`src/rtl/pc_sequencer.sv`:
```
`default_nettype none
//------------------------------------------------------------------------------
// Module      : pc_sequencer
// Description : Program counter sequencer with branch/jump/call/return,
//               exception/eret handling and a circular return-address stack.
// Revision    : 1.0 - initial release
//------------------------------------------------------------------------------
module pc_sequencer #(
    parameter int unsigned             WIDTH        = 32,
    parameter logic [WIDTH-1:0]        RESET_VECTOR = 'h3000,
    parameter logic [WIDTH-1:0]        EXC_VECTOR   = 'h4180,
    parameter int unsigned             RAS_DEPTH    = 4
) (
    input  logic             clock,
    input  logic             reset,
    input  logic             stall,
    input  logic             branch_taken,
    input  logic [WIDTH-1:0] branch_offset,
    input  logic             jump_en,
    input  logic             call_en,
    input  logic [WIDTH-1:0] jump_target,
    input  logic             ret_en,
    input  logic             exception,
    input  logic             eret,
    output logic [WIDTH-1:0] pc,
    output logic [WIDTH-1:0] pc_plus4,
    output logic [WIDTH-1:0] epc,
    output logic             ras_empty,
    output logic             ras_full,
    output logic             ras_underflow
);

    localparam int unsigned PTR_W = $clog2(RAS_DEPTH);
    localparam int unsigned CNT_W = $clog2(RAS_DEPTH + 1);
    localparam logic [CNT_W-1:0] c_ras_full_cnt = CNT_W'(RAS_DEPTH);

    logic [WIDTH-1:0] r_pc;
    logic [WIDTH-1:0] r_epc;
    logic [WIDTH-1:0] r_ras [RAS_DEPTH];
    logic [PTR_W-1:0] r_wptr;
    logic [CNT_W-1:0] r_count;
    logic             r_underflow;

    logic [WIDTH-1:0] w_pc_plus4;
    logic [WIDTH-1:0] w_pc_next;
    logic [WIDTH-1:0] w_epc_next;
    logic [WIDTH-1:0] w_jump_aligned;
    logic [WIDTH-1:0] w_ras_top;
    logic             w_empty;
    logic             w_full;
    logic             w_push;
    logic             w_pop;
    logic             w_uf_next;

    assign w_pc_plus4     = r_pc + WIDTH'(4);
    assign w_jump_aligned = jump_target & ~WIDTH'(3);
    // Write pointer addresses the next free slot; the top sits just below it.
    assign w_ras_top      = r_ras[r_wptr - PTR_W'(1)];
    assign w_empty        = (r_count == '0);
    assign w_full         = (r_count == c_ras_full_cnt);

    always_comb begin
        w_pc_next  = w_pc_plus4;
        w_epc_next = r_epc;
        w_push     = 1'b0;
        w_pop      = 1'b0;
        w_uf_next  = 1'b0;
        if (exception) begin
            w_epc_next = r_pc;
            w_pc_next  = EXC_VECTOR;
        end else if (eret) begin
            w_pc_next = r_epc;
        end else if (stall) begin
            w_pc_next = r_pc;
        end else if (ret_en) begin
            if (w_empty) begin
                w_uf_next = 1'b1;
            end else begin
                w_pc_next = w_ras_top;
                w_pop     = 1'b1;
            end
        end else if (jump_en) begin
            w_pc_next = w_jump_aligned;
            w_push    = call_en;
        end else if (branch_taken) begin
            w_pc_next = r_pc + branch_offset;
        end
    end

    always_ff @(posedge clock) begin
        if (reset) begin
            r_pc        <= RESET_VECTOR;
            r_epc       <= '0;
            r_wptr      <= '0;
            r_count     <= '0;
            r_underflow <= 1'b0;
        end else begin
            r_pc        <= w_pc_next;
            r_epc       <= w_epc_next;
            r_underflow <= w_uf_next;
            if (w_push) begin
                // When full the write slot holds the oldest entry, so it is overwritten.
                r_wptr <= r_wptr + PTR_W'(1);
                if (!w_full) begin
                    r_count <= r_count + CNT_W'(1);
                end
            end else if (w_pop) begin
                r_wptr  <= r_wptr - PTR_W'(1);
                r_count <= r_count - CNT_W'(1);
            end
        end
    end

    always_ff @(posedge clock) begin
        if (!reset && w_push) begin
            r_ras[r_wptr] <= w_pc_plus4;
        end
    end

    assign pc            = r_pc;
    assign pc_plus4      = w_pc_plus4;
    assign epc           = r_epc;
    assign ras_empty     = w_empty;
    assign ras_full      = w_full;
    assign ras_underflow = r_underflow;

endmodule
`default_nettype wire

```
`config.mk`:
```
export PLATFORM = sky130hd
export DESIGN_NAME = pc_sequencer
export DESIGN_NICKNAME = d
export VERILOG_FILES = /design/src/rtl/pc_sequencer.sv
export SDC_FILE = /design/constraint.sdc
export NUM_CORES = 1
export LEC_CHECK = 0
export BUFFER_PORTS_ARGS = -buffer_cell sky130_fd_sc_hd__buf_4
export CAP_MARGIN = 20
export CORE_MARGIN = 1
export CORE_UTILIZATION = 45
export CTS_CLUSTER_DIAMETER = 40
export DETAILED_ROUTE_END_ITERATION = 12
export HOLD_SLACK_MARGIN = 0.05
export PLACE_DENSITY_LB_ADDON = 0.08
export RECOVER_POWER = 25
export SYNTH_ARGS = -nofsm -noshare
export SYNTH_HDL_FRONTEND = slang
export SYNTH_SLANG_ARGS = --single-unit
```
`constraint.sdc`:
```
create_clock -name clock -period 4.8 [get_ports clock]
set_input_delay 0.24 -clock clock [delete_from_list [all_inputs] [get_ports clock]]
set_output_delay 0.24 -clock clock [all_outputs]
set_load 0.02 [all_outputs]
```
Word level (Yosys, flattened, before mapping)

Memory sizes are Yosys's and may differ from the RTL's.
Cells that the tools add are included.

Bits in registers: 70
Bits in latches: 0
Memory bits (writable): 128
Memory bits (read-only): 0
Bits of input ports: 73
Output and inout bits: 99
Word-level logic and storage cells: 50
Memories kept: 1

Memories:

| memory | words | bits a word | rd ports | clocked after memory_dff | write ports | line | RTL |
|---|---|---|---|---|---|---|---|
| r_ras  | 4     | 32          | 1        | 0                        | 1           | 39   | `logic [WIDTH-1:0] r_ras [RAS_DEPTH];` |

Add/subtract/negate cells: 6
$mul: 0
Div/mod/pow operators: 0
Magnitude comparators: 0
Eq/ne operators: 4
Shifts and indexed selects: 0
Mux-type cells: 25
Bitwise logic cells: 1
Reduce and logical (&&, ||, !) cells: 7

Operator list:

| operator                | number |
|---|---|
| $mux W32                | 6 |
| $add A32 B3 Y32 const B | 1 |
| $add A32 B32 Y32        | 1 |
| $mux W15                | 1 |
| $mux W1                 | 13 |
| $mux W3                 | 3 |
| $reduce_or A5 Y1        | 1 |
| $mux W2                 | 2 |
| $add A3 B1 Y3 const B   | 1 |
| $eq A3 B3 Y1 const B    | 1 |
| $logic_not A3 Y1        | 1 |
| $ne A3 B1 Y1 const B    | 1 |
| $sub A3 B1 Y3 const B   | 1 |
| $add A2 B1 Y2 const B   | 1 |
| $ne A2 B1 Y1 const B    | 1 |
| $ne A2 B2 Y1 const B    | 1 |
| $reduce_and A2 Y1       | 1 |
| $reduce_bool A2 Y1      | 1 |
| $reduce_or A2 Y1        | 1 |
| $sub A2 B1 Y2 const B   | 1 |
| $logic_and A1 B1 Y1     | 1 |
| $logic_not A1 Y1        | 1 |
| $not A1 Y1              | 1 |

Logic depth before layout (Yosys ltp)

Depth after elaboration: 8
Gate-level depth with buffers: 14
Depth with buffers taken out: 12

Worst setup path after synthesis

Ideal clock, no wire load.

Path type: reg-to-reg
From: register r_wptr[0]
To: register r_pc[28], in the netlist pc[28]
Arrival time: 3267 ps
Data required time: 4678 ps
Setup slack: 1411 ps
Stages on the path, launching flop included: 14
Buffers on the path: 6
Clock period less this slack: 3389 ps
Cells stage by stage: dfxtp_1 -> buf_2 -> buf_2 -> buf_2 -> inv_1 -> ha_1 -> buf_2 -> clkbuf_1 -> clkbuf_1 -> mux4_2 -> a221oi_1 -> o21ai_0 -> a21oi_1 -> o31ai_1

Longest elaborated chain between the ends: 6

Ends and longest elaborated chain:

| element                  | line | RTL |
|---|---|---|
| start: declaration       | 40   | `logic [PTR_W-1:0] r_wptr;` |
| start signal: assignment | 103  | `r_wptr <= r_wptr + PTR_W'(1);` |
| start signal: assignment | 108  | `r_wptr <= r_wptr - PTR_W'(1);` |
| $sub A2 B1 Y2            | 58   | `assign w_ras_top = r_ras[r_wptr - PTR_W'(1)];` |
| $mem_v2 Z4 W32           | --   |  |
| $mux W32                 | 76   | `if (w_empty) begin` |
| $mux W32                 | 75   | `end else if (ret_en) begin` |
| $mux W32                 | 73   | `end else if (stall) begin` |
| $mux W32                 | 71   | `end else if (eret) begin` |
| end signal: assignment   | 98   | `r_pc <= w_pc_next;` |
| end: declaration         | 37   | `logic [WIDTH-1:0] r_pc;` |

Every way passes these cells. The select of a mux whose other input is x is not followed.
A chain may end at the register's enable or synchronous reset.

Final worst setup path

From: register r_pc[2], in the netlist pc[2]
To: output pc_plus4[28]

Longest elaborated chain between the ends: 1

Ends and longest elaborated chain:

| element          | line | RTL |
|---|---|---|
| $add A32 B3 Y32  | 55   | `assign w_pc_plus4 = r_pc + WIDTH'(4);` |
| end: declaration | 26   | `output logic [WIDTH-1:0] pc_plus4,` |

Every way passes these cells.

==> metrics.md <==
| Metric | Value |
|---|---|
| Status | `completed` |
| Residual DRC | `0` |
| Total number of vias | `8405` |
| Gpl congestion | `0.940` |
| Via/cell ratio | `5.97` |
| Synthesized area | `0.0106 sq mm` |
| HP Class | `in2reg` |
| Biggest area consumer among synthesized cells | `edfxtp_1` |
| Max Used Layer | `met4` |
| Ports | `172` |
| F_max | `0.296 GHz` |
| WL/cell | `23.0 um` |
| R2r setup slk | `1610 ps` |
| Synth top area cells | `edfxtp_1 (36%), dfxtp_1 (13%), mux4_2 (6.8%)` |
| WL met2 | `14.3 mm` |
| CP Max Fanout | `8` |
| Met3 routed WL | `2.57 mm` |
| Fin crit period | `3380 ps` |
| Hold depth | `4` |
| Initial Util | `46.2%` |
| Share of post-route cells with drive strength above 1 | `19.4%` |
| Worst r2r path cells | `12` |
| Peak supply drop | `199 uV` |
| GRT Total Usage | `27.8%` |
| Hold path startpoint | `jump_target[24]` |
| Critical path type | `reg2out` |
| Nets | `1194` |
| Fin. Hold Viols | `0` |
| Chip width | `155 um` |
| Cts bufs inserted | `17` |
| CTS Hold Bufs | `0` |
| Setup Viol. Count Final | `0` |
| Layout area overhead | `18.3%` |
| CTS sink cnt | `198` |
| Skew-Pair Late Insertion Delay | `440 ps` |
| Max transition margin | `34.7%` |
| Core area | `0.0228 sq mm` |
| Post-route cell area | `0.0125 sq mm` |
| Yosys Warn Count | `0` |
| Drt total wl | `32.4 mm` |
| Most numerous cell in the Yosys netlist | `edfxtp_1` |
| Crit path from | `pc[2]` |
| Leak | `4.73 nW` |
| Power Density | `308 mW/mm^2` |
| Iter 0 DRT Violations | `648` |
| Die Y | `155 um` |
| RSZ-0062 raised after global routing | `no` |
| CTS tree | `yes` |
| TritonRoute pass-1 iters | `5` |
| Die area | `0.0241 sq mm` |
| Clock Path Buffers | `2` |
| Async SR Flop Fraction | `0%` |
| Gr ovfl total | `0` |
| Vias in the first global route | `8233` |
| CTS clock-pin slew for the worst setup and hold paths | `80 ps` |
| CTS resizes | `0` |
| CTS Root Cell | `clkbuf_16` |
| Rows | `55` |
| Mapped Avg Cell Area | `11.3 sq um` |
| EDFF count, synth | `128` |
| CP Launch Type | `flop` |
| Max-cap violations | `0` |
| Largest net degree at the start of global routing | `44` |
| Clk_skew | `12.2 ps` |
| Post-CTS Setup Repair Bufs | `0` |
| HPWL after detailed placement | `23.2 mm` |
| Final Max Tran Viols | `0` |
| Post-Syn Nets | `1049` |
| Period utilisation layout | `70.4%` |
| Post-synthesis sequential area ratio | `49.7%` |
| Worst-Margin Slew | `980 ps` |
| Arr. time, crit path | `3140 ps` |
| Yosys cell types | `76` |
| Power, Total | `3.84 mW` |
| FF+latch count, synth | `198` |
| Final antenna-violating net count | `0` |
| Synth Flop Type | `edfxtp_1` |
| Cells after Synth | `938` |
| Initial antenna violation count | `0` |
| Area after DPL | `0.0121 sq mm` |
| Total Neg Setup Slack | `0 ps` |
| Top cell type's share of synthesized area | `36.4%` |
| Crit. End Element | `output port` |
| Synth top cells by count | `edfxtp_1 (128), nor2_1 (96), dfxtp_1 (70)` |
| H-tree levels | `4` |
| # diodes | `0` |
| DRT met1 WL | `15.0 mm` |
| First-pass GRT wire length | `49.4 mm` |
| Worst EP required | `4560 ps` |
| Port buffer count | `169` |
==> sequential cells by signal (all words and copies together), names as in the netlist, named ones only <==
| signal | cells |
|---|---|
| r_ras | 128 |
| epc | 32 |
| ras_underflow | 1 |
| pc | 30 |
| r_count | 3 |
| r_wptr | 2 |
==> cell type report <==
| type | count | area, sq um |
|---|---|---|
| clock buffers | 17 | 425 |
| clock inverters | 15 | 179 |
| flip-flops and latches | 198 | 5250 |
| well taps | 313 | 392 |
| repair buffers | 184 | 1180 |
| fillers | 2135 | 10400 |
| multi-input cells | 653 | 4970 |
| inverters | 29 | 109 |
==> power by group <==
part | internal (mW) | switching, mW | leakage, nW | total (mW)
clock | 0.709 | 0.754 | 0.295 | 1.46
combinational | 0.198 | 0.322 | 2.75 | 0.520
sequential | 1.82 | 0.0355 | 1.69 | 1.86
==> layer usage <==
metal	vias up	global-route usage, %
li1	3844	-
met1	4130	41.5
met2	393	41.9
met3	38	4.62
met4	0	6.82
met5	-	0
==> layout by cell type (no fill, tap or decap), drive strengths merged, types with 34 or more instances in the layout <==
cell type and instances:
ha 36, a21oi 66, dfxtp 70, xnor2 34, inv 37, edfxtp 128
o21ai 34, mux2i 35, clkbuf 75, nor2 96, buf 126, nand2 63
==> cell families after synthesis <==
logic type | synth area share (%)
muxes | 10.4
DFF | 49.7
AOI/OAI and AO/OA | 15.7
xor gates and xnor gates | 4.64
buffers and inverters | 3.41
adders and majority gates | 4.64
and+or+nand+nor | 11.6
==> stage by stage <==
| stage | cells | setup slack [ps] | hold slack, ps | util [%] |
|---|---|---|---|---|
| floorplan | 938 | 1410 | 403 | - |
| CTS | 1409 | 1400 | 198 | 55.6 |
| global route | 1409 | 1170 | 197 | 54.7 |
| detailed placement | 1377 | 1650 | 488 | 53.0 |
| global placement | 1377 | 1620 | 480 | 53.0 |
| finish | 1409 | 1420 | 205 | 54.7 |
==> worst max-delay path: stages, from the launching register on <==
cell and delay, ps:
dfxtp_1 530, ha_1 280, nand4_1 140, nor2_1 290
nand3_1 270, nor3_1 390, nand3_1 160, xor2_1 270
inv_1 170, buf_4 190
==> final timing paths <==
check	end
worst max-delay path	pc_plus4[28]
worst max register to register	pc[20]
worst min-delay path	pc[24]
worst min register to register	pc[19]
No activity file was read; power rests on OpenSTA's default activity.
